[config.mk]
export PLATFORM = sky130hd
export DESIGN_NAME = mips_cpu_bus_run_monitor
export DESIGN_NICKNAME = d
export VERILOG_FILES = /design/src/rtl/mips_cpu_bus_run_monitor.sv
export SDC_FILE = /design/constraint.sdc
export NUM_CORES = 1
export LEC_CHECK = 0
export CORE_ASPECT_RATIO = 0.8
export CORE_MARGIN = 10
export CORE_UTILIZATION = 55
export CTS_BUF_LIST = sky130_fd_sc_hd__clkbuf_4 sky130_fd_sc_hd__clkbuf_8 sky130_fd_sc_hd__clkbuf_16
export DETAILED_ROUTE_END_ITERATION = 6
export DONT_BUFFER_PORTS = 1
export PLACE_DENSITY_LB_ADDON = 0.15
export SLEW_MARGIN = 20
export SYNTH_ARGS = -nofsm -noshare
export SYNTH_HDL_FRONTEND = slang
export SYNTH_SLANG_ARGS = --single-unit
[constraint.sdc]
create_clock -name clk -period 4 [get_ports clk]
set_clock_uncertainty 0.15 [all_clocks]
set_input_delay 0.6 -clock clk [delete_from_list [all_inputs] [get_ports clk]]
set_output_delay 0.6 -clock clk [all_outputs]
set_load 0.02 [all_outputs]
[src/rtl/mips_cpu_bus_run_monitor.sv]
// Run controller and Avalon-master checker for mips_cpu_bus; every output is registered (1-cycle latency).
// Purely observes the bus and never stalls it; waitrequest belongs to the slave.
module mips_cpu_bus_run_monitor #(
    parameter int RESET_CYCLES   = 1,
    parameter int ACTIVE_WINDOW  = 2,
    parameter int TIMEOUT_CYCLES = 10000,
    parameter int SETTLE_CYCLES  = 1,
    parameter int MAX_WAIT       = 64,
    parameter int CNT_W          = 32
) (
    input  logic             clk,
    input  logic             reset,
    output logic             cpu_reset,
    input  logic             active,
    input  logic [31:0]      register_v0,
    input  logic [31:0]      address,
    input  logic             read,
    input  logic             write,
    input  logic [3:0]       byteenable,
    input  logic [31:0]      writedata,
    input  logic             waitrequest,
    output logic             done,
    output logic [2:0]       status,
    output logic [2:0]       error_code,
    output logic [31:0]      result_v0,
    output logic [CNT_W-1:0] cycle_count
);

    localparam logic [2:0] S_HOLD   = 3'd0;
    localparam logic [2:0] S_WAIT   = 3'd1;
    localparam logic [2:0] S_RUN    = 3'd2;
    localparam logic [2:0] S_SETTLE = 3'd3;
    localparam logic [2:0] S_DONE   = 3'd4;
    localparam logic [2:0] S_FAIL   = 3'd5;

    localparam logic [2:0] ST_HALTED    = 3'd1;
    localparam logic [2:0] ST_TIMEOUT   = 3'd2;
    localparam logic [2:0] ST_NO_ACTIVE = 3'd3;
    localparam logic [2:0] ST_PROTO     = 3'd4;

    logic [2:0]       state;
    logic [31:0]      phase_cnt;
    logic [31:0]      wait_cnt;
    logic             sh_stall;
    logic             sh_read;
    logic             sh_write;
    logic [31:0]      sh_address;
    logic [3:0]       sh_byteenable;
    logic [31:0]      sh_writedata;

    logic             req;
    logic             stall;
    logic             checking;
    logic             unstable;
    logic [31:0]      wait_next;
    logic [2:0]       proto_code;
    logic [CNT_W-1:0] cnt_next;

    assign req       = read | write;
    assign stall     = req & waitrequest;
    assign checking  = (state == S_RUN) || (state == S_SETTLE);
    assign wait_next = stall ? wait_cnt + 32'd1 : 32'd0;
    assign cnt_next  = (&cycle_count) ? cycle_count : cycle_count + CNT_W'(1);

    // A stalled transfer must be held bit-for-bit until the slave releases it.
    assign unstable = sh_stall &&
                      ((read != sh_read) || (write != sh_write) ||
                       (address != sh_address) || (byteenable != sh_byteenable) ||
                       (write && (writedata != sh_writedata)));

    always_comb begin
        proto_code = 3'd0;
        if (read && write)
            proto_code = 3'd1;
        else if (req && (byteenable == 4'd0))
            proto_code = 3'd2;
        else if (req && (address[1:0] != 2'd0))
            proto_code = 3'd3;
        else if (unstable)
            proto_code = 3'd4;
        else if (wait_next > 32'(MAX_WAIT))
            proto_code = 3'd5;
    end

    always_ff @(posedge clk) begin
        if (reset) begin
            state         <= S_HOLD;
            cpu_reset     <= 1'b1;
            done          <= 1'b0;
            status        <= 3'd0;
            error_code    <= 3'd0;
            result_v0     <= 32'd0;
            cycle_count   <= '0;
            phase_cnt     <= 32'd0;
            wait_cnt      <= 32'd0;
            sh_stall      <= 1'b0;
            sh_read       <= 1'b0;
            sh_write      <= 1'b0;
            sh_address    <= 32'd0;
            sh_byteenable <= 4'd0;
            sh_writedata  <= 32'd0;
        end else begin
            if (checking) begin
                sh_stall      <= stall;
                sh_read       <= read;
                sh_write      <= write;
                sh_address    <= address;
                sh_byteenable <= byteenable;
                sh_writedata  <= writedata;
                wait_cnt      <= wait_next;
            end else begin
                sh_stall      <= 1'b0;
                sh_read       <= 1'b0;
                sh_write      <= 1'b0;
                sh_address    <= 32'd0;
                sh_byteenable <= 4'd0;
                sh_writedata  <= 32'd0;
                wait_cnt      <= 32'd0;
            end

            // phase_cnt is reused as the hold, active-window and settle counter.
            case (state)
                S_HOLD: begin
                    if (phase_cnt == 32'(RESET_CYCLES - 1)) begin
                        cpu_reset <= 1'b0;
                        phase_cnt <= 32'd0;
                        state     <= S_WAIT;
                    end else begin
                        phase_cnt <= phase_cnt + 32'd1;
                    end
                end
                S_WAIT: begin
                    if (active) begin
                        phase_cnt <= 32'd0;
                        state     <= S_RUN;
                    end else if (phase_cnt == 32'(ACTIVE_WINDOW - 1)) begin
                        state     <= S_FAIL;
                        done      <= 1'b1;
                        cpu_reset <= 1'b1;
                        status    <= ST_NO_ACTIVE;
                    end else begin
                        phase_cnt <= phase_cnt + 32'd1;
                    end
                end
                S_RUN: begin
                    cycle_count <= cnt_next;
                    if (proto_code != 3'd0) begin
                        state      <= S_FAIL;
                        done       <= 1'b1;
                        cpu_reset  <= 1'b1;
                        status     <= ST_PROTO;
                        error_code <= proto_code;
                    end else if (!active) begin
                        phase_cnt <= 32'd0;
                        state     <= S_SETTLE;
                    end else if (cnt_next == CNT_W'(TIMEOUT_CYCLES)) begin
                        state     <= S_FAIL;
                        done      <= 1'b1;
                        cpu_reset <= 1'b1;
                        status    <= ST_TIMEOUT;
                    end
                end
                S_SETTLE: begin
                    if (proto_code != 3'd0) begin
                        state      <= S_FAIL;
                        done       <= 1'b1;
                        cpu_reset  <= 1'b1;
                        status     <= ST_PROTO;
                        error_code <= proto_code;
                    end else if (phase_cnt == 32'(SETTLE_CYCLES)) begin
                        result_v0 <= register_v0;
                        state     <= S_DONE;
                        done      <= 1'b1;
                        status    <= ST_HALTED;
                    end else begin
                        phase_cnt <= phase_cnt + 32'd1;
                    end
                end
                S_DONE, S_FAIL: begin
                end
                default: begin
                    state     <= S_HOLD;
                    cpu_reset <= 1'b1;
                end
            endcase
        end
    end

endmodule

[Yosys cells after proc, flatten, opt, wreduce, memory -nomap -nowiden]
Index checks and enable logic that the tools add are counted.
Storage, ports and cells
  memories: 0
  memory bits (read-only): 0
  RAM bits: 0
  output and inout port bits: 72
  bits in latches: 0
  bits in registers: 210
Operators by class
  shift operators: 0
  reduce and logical (&&, ||, !) cells: 28
  equality and inequality tests: 24
  $lt $le $gt $ge: 1
  divide/modulo/power cells: 0
  add/subtract/negate cells: 3
  multipliers: 0
  bitwise operators: 5
  multiplexer cells: 43
Operators with widths (number)
  $mux W32: 8
  $pmux W32 S4: 1
  $add A32 B1 Y32 const B: 3
  $ne A32 B32 Y1: 2
  $mux W3: 20
  $eq A32 B1 Y1 const B: 1
  $eq A32 B14 Y1 const B: 1
  $gt A32 B7 Y1 const B: 1
  $logic_not A32 Y1: 1
  $reduce_and A32 Y1: 1
  $pmux W3 S5: 1
  $ne A2 B2 Y1 const B: 6
  $mux W1: 10
  $pmux W3 S3: 1
  $reduce_and A4 Y1: 2
  $reduce_and A7 Y1: 1
  $eq A3 B2 Y1 const B: 2
  $eq A3 B3 Y1 const B: 2
  $ne A3 B1 Y1 const B: 2
  $reduce_and A6 Y1: 1
  $reduce_bool A3 Y1: 2
  $reduce_or A2 Y1: 3
  $logic_and A1 B1 Y1: 5
  $logic_or A1 B1 Y1: 5
  other kinds (19): 22

[Longest topological paths before layout]
Gate-level depths: netlist (run 1).
  word-level depth: 13
  gate-level depth with buffers: 14
  gate-level depth less buffers: 11

[Worst setup path before layout (run 1)]
No wires, ideal clock.
  kind: register to register
  from: reg cycle_count[0]
  to: reg status[0]
  setup time: 121 ps
  cell stages (with the launch flop): 12
  slack: -96 ps
  period minus slack after synthesis: 4096 ps
  required time: 3729 ps
  data arrival time: 3825 ps
  buffers on the path: 0
  path through: dfxtp_1 ha_1 nand3_2 or3_4 or4_4 a21oi_2 o211ai_1 or4_1 or4_4 a2bb2oi_2 or3_4 mux2_4
On the way
  cells in the longest elaborated chain, start to end: 5
RTL lines
  start: declaration: line 26  | output logic [CNT_W-1:0] cycle_count
  start signal: assignment: line 146  | cycle_count <= cnt_next;
  $add A32 B1 Y32 / $reduce_and A32 Y1 (equally long branches): line 63  | assign cnt_next = (&cycle_count) ? cycle_count : cycle_count + CNT_W'(1);
  $mux W32 (*): line 63
  $eq A32 B14 Y1 (*): line 156  | end else if (cnt_next == CNT_W'(TIMEOUT_CYCLES)) begin
  $ne A3 B1 Y1 (no line) (*)
  $reduce_and A6 Y1 (no line) (*)
  end signal: assignment: line 151  | status <= ST_PROTO;
  end signal: assignment: line 160  | status <= ST_TIMEOUT;
  end signal: assignment: line 168  | status <= ST_PROTO;
  end: declaration: line 23  | output logic [2:0] status,
Mark *: on every way between the ends. The rest lies on a longest branch, timed or not.
A chain may end at the register's enable or synchronous reset.

[Worst setup path in the final report (run 1)]
Same ends and word-level chain as after synthesis.

==> results of run 1 <==
## state kept, by name (all words and copies together) (netlist names)
| register | cells |
|---|---|
| sh_writedata | 32 |
| result_v0 | 32 |
| cpu_reset | 1 |
| sh_read | 1 |
| sh_address | 32 |
| sh_stall | 1 |
| sh_byteenable | 4 |
| wait_cnt | 32 |
| sh_write | 1 |
| cycle_count | 32 |
| state | 3 |
| phase_cnt | 32 |
| done | 1 |
| status | 3 |
| error_code | 3 |
## power by group
group          internal (mW)  total (mW)  switching, mW  leakage [nW]
Clock                   1.24        2.05          0.809         0.367
Combinational          0.340       0.816          0.476          2.09
Sequential              2.20        2.30          0.107          1.70
## how the worst max path moves through the flow
| stage | start | endpoint | slack (ps) | cells past startpoint |
|---|---|---|---|---|
| 6_report | cycle_count[0] | status[0] | 120 | 11 |
| 5_1_grt | wait_cnt[1] | phase_cnt[17] | 2 | 13 |
| 4_1_cts | wait_cnt[1] | status[0] | 90 | 11 |
| 3_5_place_dp | wait_cnt[1] | status[1] | 110 | 11 |
| 3_3_place_gp | cycle_count[0] | status[1] | 170 | 11 |
| 2_1_floorplan | cycle_count[0] | status[0] | 20 | 11 |
## logic make-up (layout without fill, tap and decap cells)
family          Yosys count  in the layout  share of synthesized area, %
compound gates          162            162                          9.83
simple gates            538            538                          28.7
mux                      46             46                          4.67
xor+xnor                135            135                          11.7
fa+ha+maj                 5              5                         0.619
buf+inv                  71            118                          2.87
flops                   210            210                          41.6
## Yosys cell counts, types with 4 or more instances
library cell	count	area, sq um
a21oi_1	52	260
a31oi_1	8	50.1
and2_1	79	494
and3_1	23	144
and4_1	7	61.3
buf_2	5	25.0
buf_4	4	30.0
clkbuf_1	45	169
dfxtp_1	210	4200
ha_1	5	62.6
inv_1	13	48.8
mux2i_1	43	430
nand2_1	52	195
nand2b_1	9	56.3
nand3_1	41	205
nand3b_1	18	135
nand4_1	42	263
nor2_1	151	567
nor2b_1	9	56.3
nor3_1	21	105
nor4_1	27	169
o21ai_0	51	255
o21bai_1	4	30.0
or2_2	10	62.6
or3_1	21	131
or4_1	7	52.6
xnor2_1	62	543
xor2_1	73	639
## layout make-up
cell class	instances	area, sq um	area share (%)
Clock buffer	31	637	5.56
Clock inverter	6	91.3	0.797
Inverter	13	48.8	0.426
Multi-Input combinational cell	886	5660	49.4
Sequential cell	210	4210	36.7
Tap cell	230	288	2.51
Timing Repair Buffer	68	526	4.59
## worst reg2reg max path: stages (launching register included)
cell and delay (ps):
dfxtp_2 330, ha_1 170, nand3_2 80, or3_4 370, or4_4 550, a21oi_2 130, o211ai_1 100, or4_1 530
or4_4 460, a2bb2oi_2 160, or3_4 420, mux2_4 310
## metrics by stage
| stage | total power [mW] | instance area (sq um) | std cells |
|---|---|---|---|
| 2_1_floorplan | 2.94 | 10100 | 1167 |
| 3_3_place_gp | 3.16 | 10700 | 1406 |
| 3_5_place_dp | 3.16 | 10700 | 1406 |
| 4_1_cts | 5.22 | 11400 | 1443 |
| 5_1_grt | 5.41 | 11500 | 1444 |
| 6_report | 5.17 | 11500 | 1444 |
## what timing repair did
action | in CTS | in global routing
setup endpoints to repair | 0 | 36
endpoints found under the hold margin | 0 | 5
buffers inserted | 0 | 0
hold buffers | 0 | 1
gates resized for setup | 0 | 8
## layer usage
metal | track usage, % | up-vias
met1 | 26.9 | 3832
met2 | 31.0 | 270
li1 | - | 4151
met3 | 6.58 | 30
met4 | 4.02 | 0
met5 | 0 | -
==> results.md, run 1 <==
- Status: finished, final reports clean
- Routed wl met2: 11.0 mm
- Fillcell total: 1563
- Cell count after synthesis: 1167
- Worst skew pair latency: 500 ps
- Core ar.: 18100 sq um
- CP max stage cell: or4_4
- CTS tree: done
- Net Count, Synth: 1278
- Largest net degree at the start of global routing: 116
- Initial core utilization: 55.8%
- Max_slew headroom: 56.0%
- Clock transition at path regs: 60 ps
- Via density: 5.74
- Pre-CTS setup slack: 110 ps
- Setup crit end kind: flip-flop
- Crit Path Max Fanout: 5
- GRT Total Usage: 20.1%
- DR WL met3: 2.57 mm
- Most frequent cells in the layout: dfxtp_1 (208), nor2_1 (150), and2_1 (79)
- Final Hold Fails: 0
- Setup TNS: 0 ps
- IO Pins: 178
- M1 WL: 11.7 mm
- Final worst path period need: 3880 ps
- Synth Warn #: 0
- Seq/Total Area, Yosys: 41.6%
- Final period util: 97.0%
- Avg WL per Cell: 17.8 um
- IO buf count: 0
- Leakage: 4.15 nW
- GRT overflow: 0
- Syn_area_per_cell: 8.66 sq um
- Die area: 24200 sq um
- Antenna viol nets, final: 0
- Hold depth: 1
- Die Width: 172 um
- WS Path Type: reg2reg
- Detailed Place HPWL: 18.9 mm
- Rows: 44
- H-tree depth: 1
- Top Family by Delay on Critical Path: simple AND/OR/NAND/NOR gates
- CTS Buffer Depth: 3
- Clock sink count: 210
- Worst R2R End: status[0]
- Worst endpoint required time: 4240 ps
- Initial DRC Count: 571
- DIE HEIGHT: 141 um
- Detailed-route via count: 8283
- Maximum clock frequency: 0.258 GHz
- Synth Flop Type: dfxtp_1
- Max stage delay on crit path: 550 ps
- Worst ir drop on vdd: 255 uV
- Drt pass-1 iters: 5
- GP Congestion: 0.921
- Most common cell after layout, fill and taps aside: dfxtp_1
- Number of synthesized flops with an enable pin: 0
- Highest Signal Layer: met4
- Final worst setup slack: 118 ps
- Synth Cell Area: 10100 sq um
- Worst Path Buf+Inv: 0
- Layout cells sized above 1: 11.9%
- Area Growth Syn to Fin: 13.4%
- Pwr per Cell Area: 451 nW/um^2
- Hold WS: 13.7 ps
- Flops & latches, synth: 210
- # setup viols final: 0
- RSZ-0062 raised after global routing: false
- Asr flop ratio synth: 0%
- Detailed-route DRC error count: 0
- WL final: 25.7 mm
- Max-slew violations: 0
- Hold Path Class: in2reg
- Cell variety after synth: 72
- Initial antenna violation count: 0
- Hold endpoint: phase_cnt[20]
- CP arrival: 4120 ps
- # diodes: 0
- Startpoint class of the critical path: flip-flop
- Worst-Margin Slew: 653 ps
- Nets: 1312
- Number of global-route vias before repair: 7397
- Reg2reg setup slack: 120 ps
- CTS buffer count: 22
- Max cap viols: 0
- HP Start: reset
- Critical path cell sequence: ha_1 -> nand3_2 -> or3_4 -> or4_4 -> a21oi_2 -> o211ai_1 -> or4_1 -> or4_4 -> a2bb2oi_2 -> or3_4 -> mux2_4
- Post-layout util: 63.3%
- Global-route wire length before repair: 40.3 mm
- Clock root cell: clkbuf_16
- Worst R2R Path Depth: 11
- Worst reg2reg path startpoint: cycle_count[0]
Note: power is estimated with default switching activity, not from simulation.
==> run 2: changes to the inputs <==
CELL_PAD_IN_SITES_DETAIL_PLACEMENT = 2   (was default)
CELL_PAD_IN_SITES_GLOBAL_PLACEMENT = 2   (was default)
CORE_UTILIZATION = 34   (was 55)
==> run 2 against run 1 <==
Compared with the run above:
- register-to-register slack worse by 80 ps
- global-route usage down 2.1 points
- total power up 3.0%
- sequential power about the same
- cell count up 12%
- largest power group unchanged
==> results.md, run 2 (synthesis gave the netlist of run 1 again) <==
- Hold WS: 38.2 ps
- CTS buffer count: 24
- Crit Path Max Fanout: 5
- Area of the multi-input gates: 5740 sq um
- Worst R2R Path Depth: 11
- Layout cells sized above 1: 14.9%
- Final Hold Fails: 0
- Max stage delay on crit path: 540 ps
- Final worst setup slack: 40.2 ps
- Hold Path Class: in2reg
- Worst reg2reg path startpoint: cycle_count[1]
- Largest net degree at the start of global routing: 95
- Max_slew headroom: 47.9%
- Worst Path Buf+Inv: 0
- Critical Path Stages: 11
- WL final: 34.5 mm
- Global routing usage on met3: 4.53%
- Initial antenna violation count: 0
- Number of global-route vias before repair: 9092
- HP Start: address[25]
- Fin cells: 1615
- Most common cell after layout, fill and taps aside: dfxtp_1
- H-tree depth: 1
- Core ar.: 29300 sq um
- Leakage: 4.28 nW
- Die Width: 213 um
- Post-DP Area: 11000 sq um
- Worst ir drop on vdd: 304 uV
- IO Pins: 178
- Hold depth: 1
- Fillcell total: 3265
- Clock transition at path regs: 60 ps
- Pre-CTS setup slack: -95.4 ps
- Most frequent cells in the layout: dfxtp_1 (207), nor2_1 (150), buf_4 (88)
- Worst-Margin Slew: 775 ps
- Pwr per Cell Area: 447 nW/um^2
- Final instance area: 11900 sq um
- Int Power: 3.77 mW
- GRT overflow: 0
- Detailed-route via count: 8730
- Critical path cell sequence: ha_4 -> nand3_2 -> or3_4 -> nor3_4 -> mux2i_1 -> or4_1 -> or4_1 -> or4_4 -> a2bb2oi_4 -> or3_4 -> mux2_4
- Clock sink count: 210
- Final worst path period need: 3960 ps
- Final period util: 99.0%
- Detailed-route DRC error count: 0
- Initial core utilization: 34.5%
- GP Congestion: 0.846
- GRT Total Usage: 18.0%
- WS Path Type: reg2reg
- Clock share of power: 39.5%
- Logic pwr share: 16.7%
- Max cap viols: 0
- Nets: 1336
- Antenna viol nets, final: 0
- Area Growth Syn to Fin: 17.8%
- Initial DRC Count: 372
- DIE HEIGHT: 174 um
- Storage cell area: 4210 sq um
- Status: finished, final reports clean
- CTS tree: done
- Net Switching: 1.55 mW
- CTS Buffer Depth: 3
- Met2 GRT Util: 27.9%
- CP arrival: 4220 ps
- Setup crit end kind: flip-flop
- Clock root cell: clkbuf_16
- GR peak layer: met2
- Drt pass-1 iters: 4
- Worst skew pair latency: 530 ps
- CP max stage cell: or4_4
- Sw Share: 29.2%
- # setup viols final: 0
- Global-route wire length before repair: 54.0 mm
- Rows: 56
- Die area: 37100 sq um
- Worst endpoint required time: 4260 ps
- Max-slew violations: 0
- Avg WL per Cell: 21.4 um
- # diodes: 0
- Placed cells: 1569
- RSZ-0062 raised after global routing: true
- Top Family by Delay on Critical Path: simple AND/OR/NAND/NOR gates
- Detailed Place HPWL: 25.3 mm
- Maximum clock frequency: 0.253 GHz
- Via density: 5.41
- Startpoint class of the critical path: flip-flop
- Sequential power share: 43.8%
- Met1 GRT Util: 24.8%
- Critical Path Start: cycle_count[1]
- IO buf count: 0
## run 2: what timing repair did
| item | CTS | global route |
|---|---|---|
| setup buffers | 0 | 6 |
| pin swaps | 0 | 10 |
| hold endpoints to repair | 22 | 0 |
| setup endpoints to repair | 2 | 46 |
| resized for setup | 4 | 22 |
| hold buffers | 1 | 0 |
## run 2: stage by stage
stage / TNS [ps] / power [mW] / utilization (%)
after floorplan: 0 / 2.94 / -
after global placement: -33.6 / 3.23 / 37.5
after detailed placement: -188 / 3.26 / 37.5
after CTS: 0 / 5.41 / 40.2
after global routing: -232 / 5.62 / 40.6
final: 0 / 5.33 / 40.6
## run 2: power by group through the flow
stage | Combinational, mW | Sequential [mW] | Clock, mW
detailed placement | 0.877 | 2.38 | 0
floorplan | 0.612 | 2.33 | 0
global placement | 0.850 | 2.38 | 0
CTS | 0.892 | 2.34 | 2.18
global route | 1.00 | 2.35 | 2.27
finish | 0.890 | 2.33 | 2.10
## run 2: cell type report
class / instances / share of cell area [%]
clock buffers: 32 / 5.87
clock inverters: 7 / 0.431
inverters: 13 / 0.410
multi-input cells: 886 / 48.2
flip-flops and latches: 210 / 35.4
well taps: 377 / 3.96
repair buffers: 90 / 5.76
## run 2: worst register-to-register path: cells and delay by family, from the launching register on
family | cells | cell delay (ps)
simple gates | 7 | 2590
mux | 2 | 430
flops | 1 | 350
compound gates | 1 | 170
fa+ha+maj | 1 | 140
## run 2: worst paths after layout
kind | to | slack [ps]
setup reg to reg | status[1] | 40
hold / removal | sh_address[25] | 40
setup / recovery | status[1] | 40
hold reg to reg | phase_cnt[26] | 370
## run 2: per-layer routing
metal	routed length, um	share of wire [%]
met5	0	0
met1	16600	48
met3	2390	6.9
met4	501	1.5
met2	15100	44
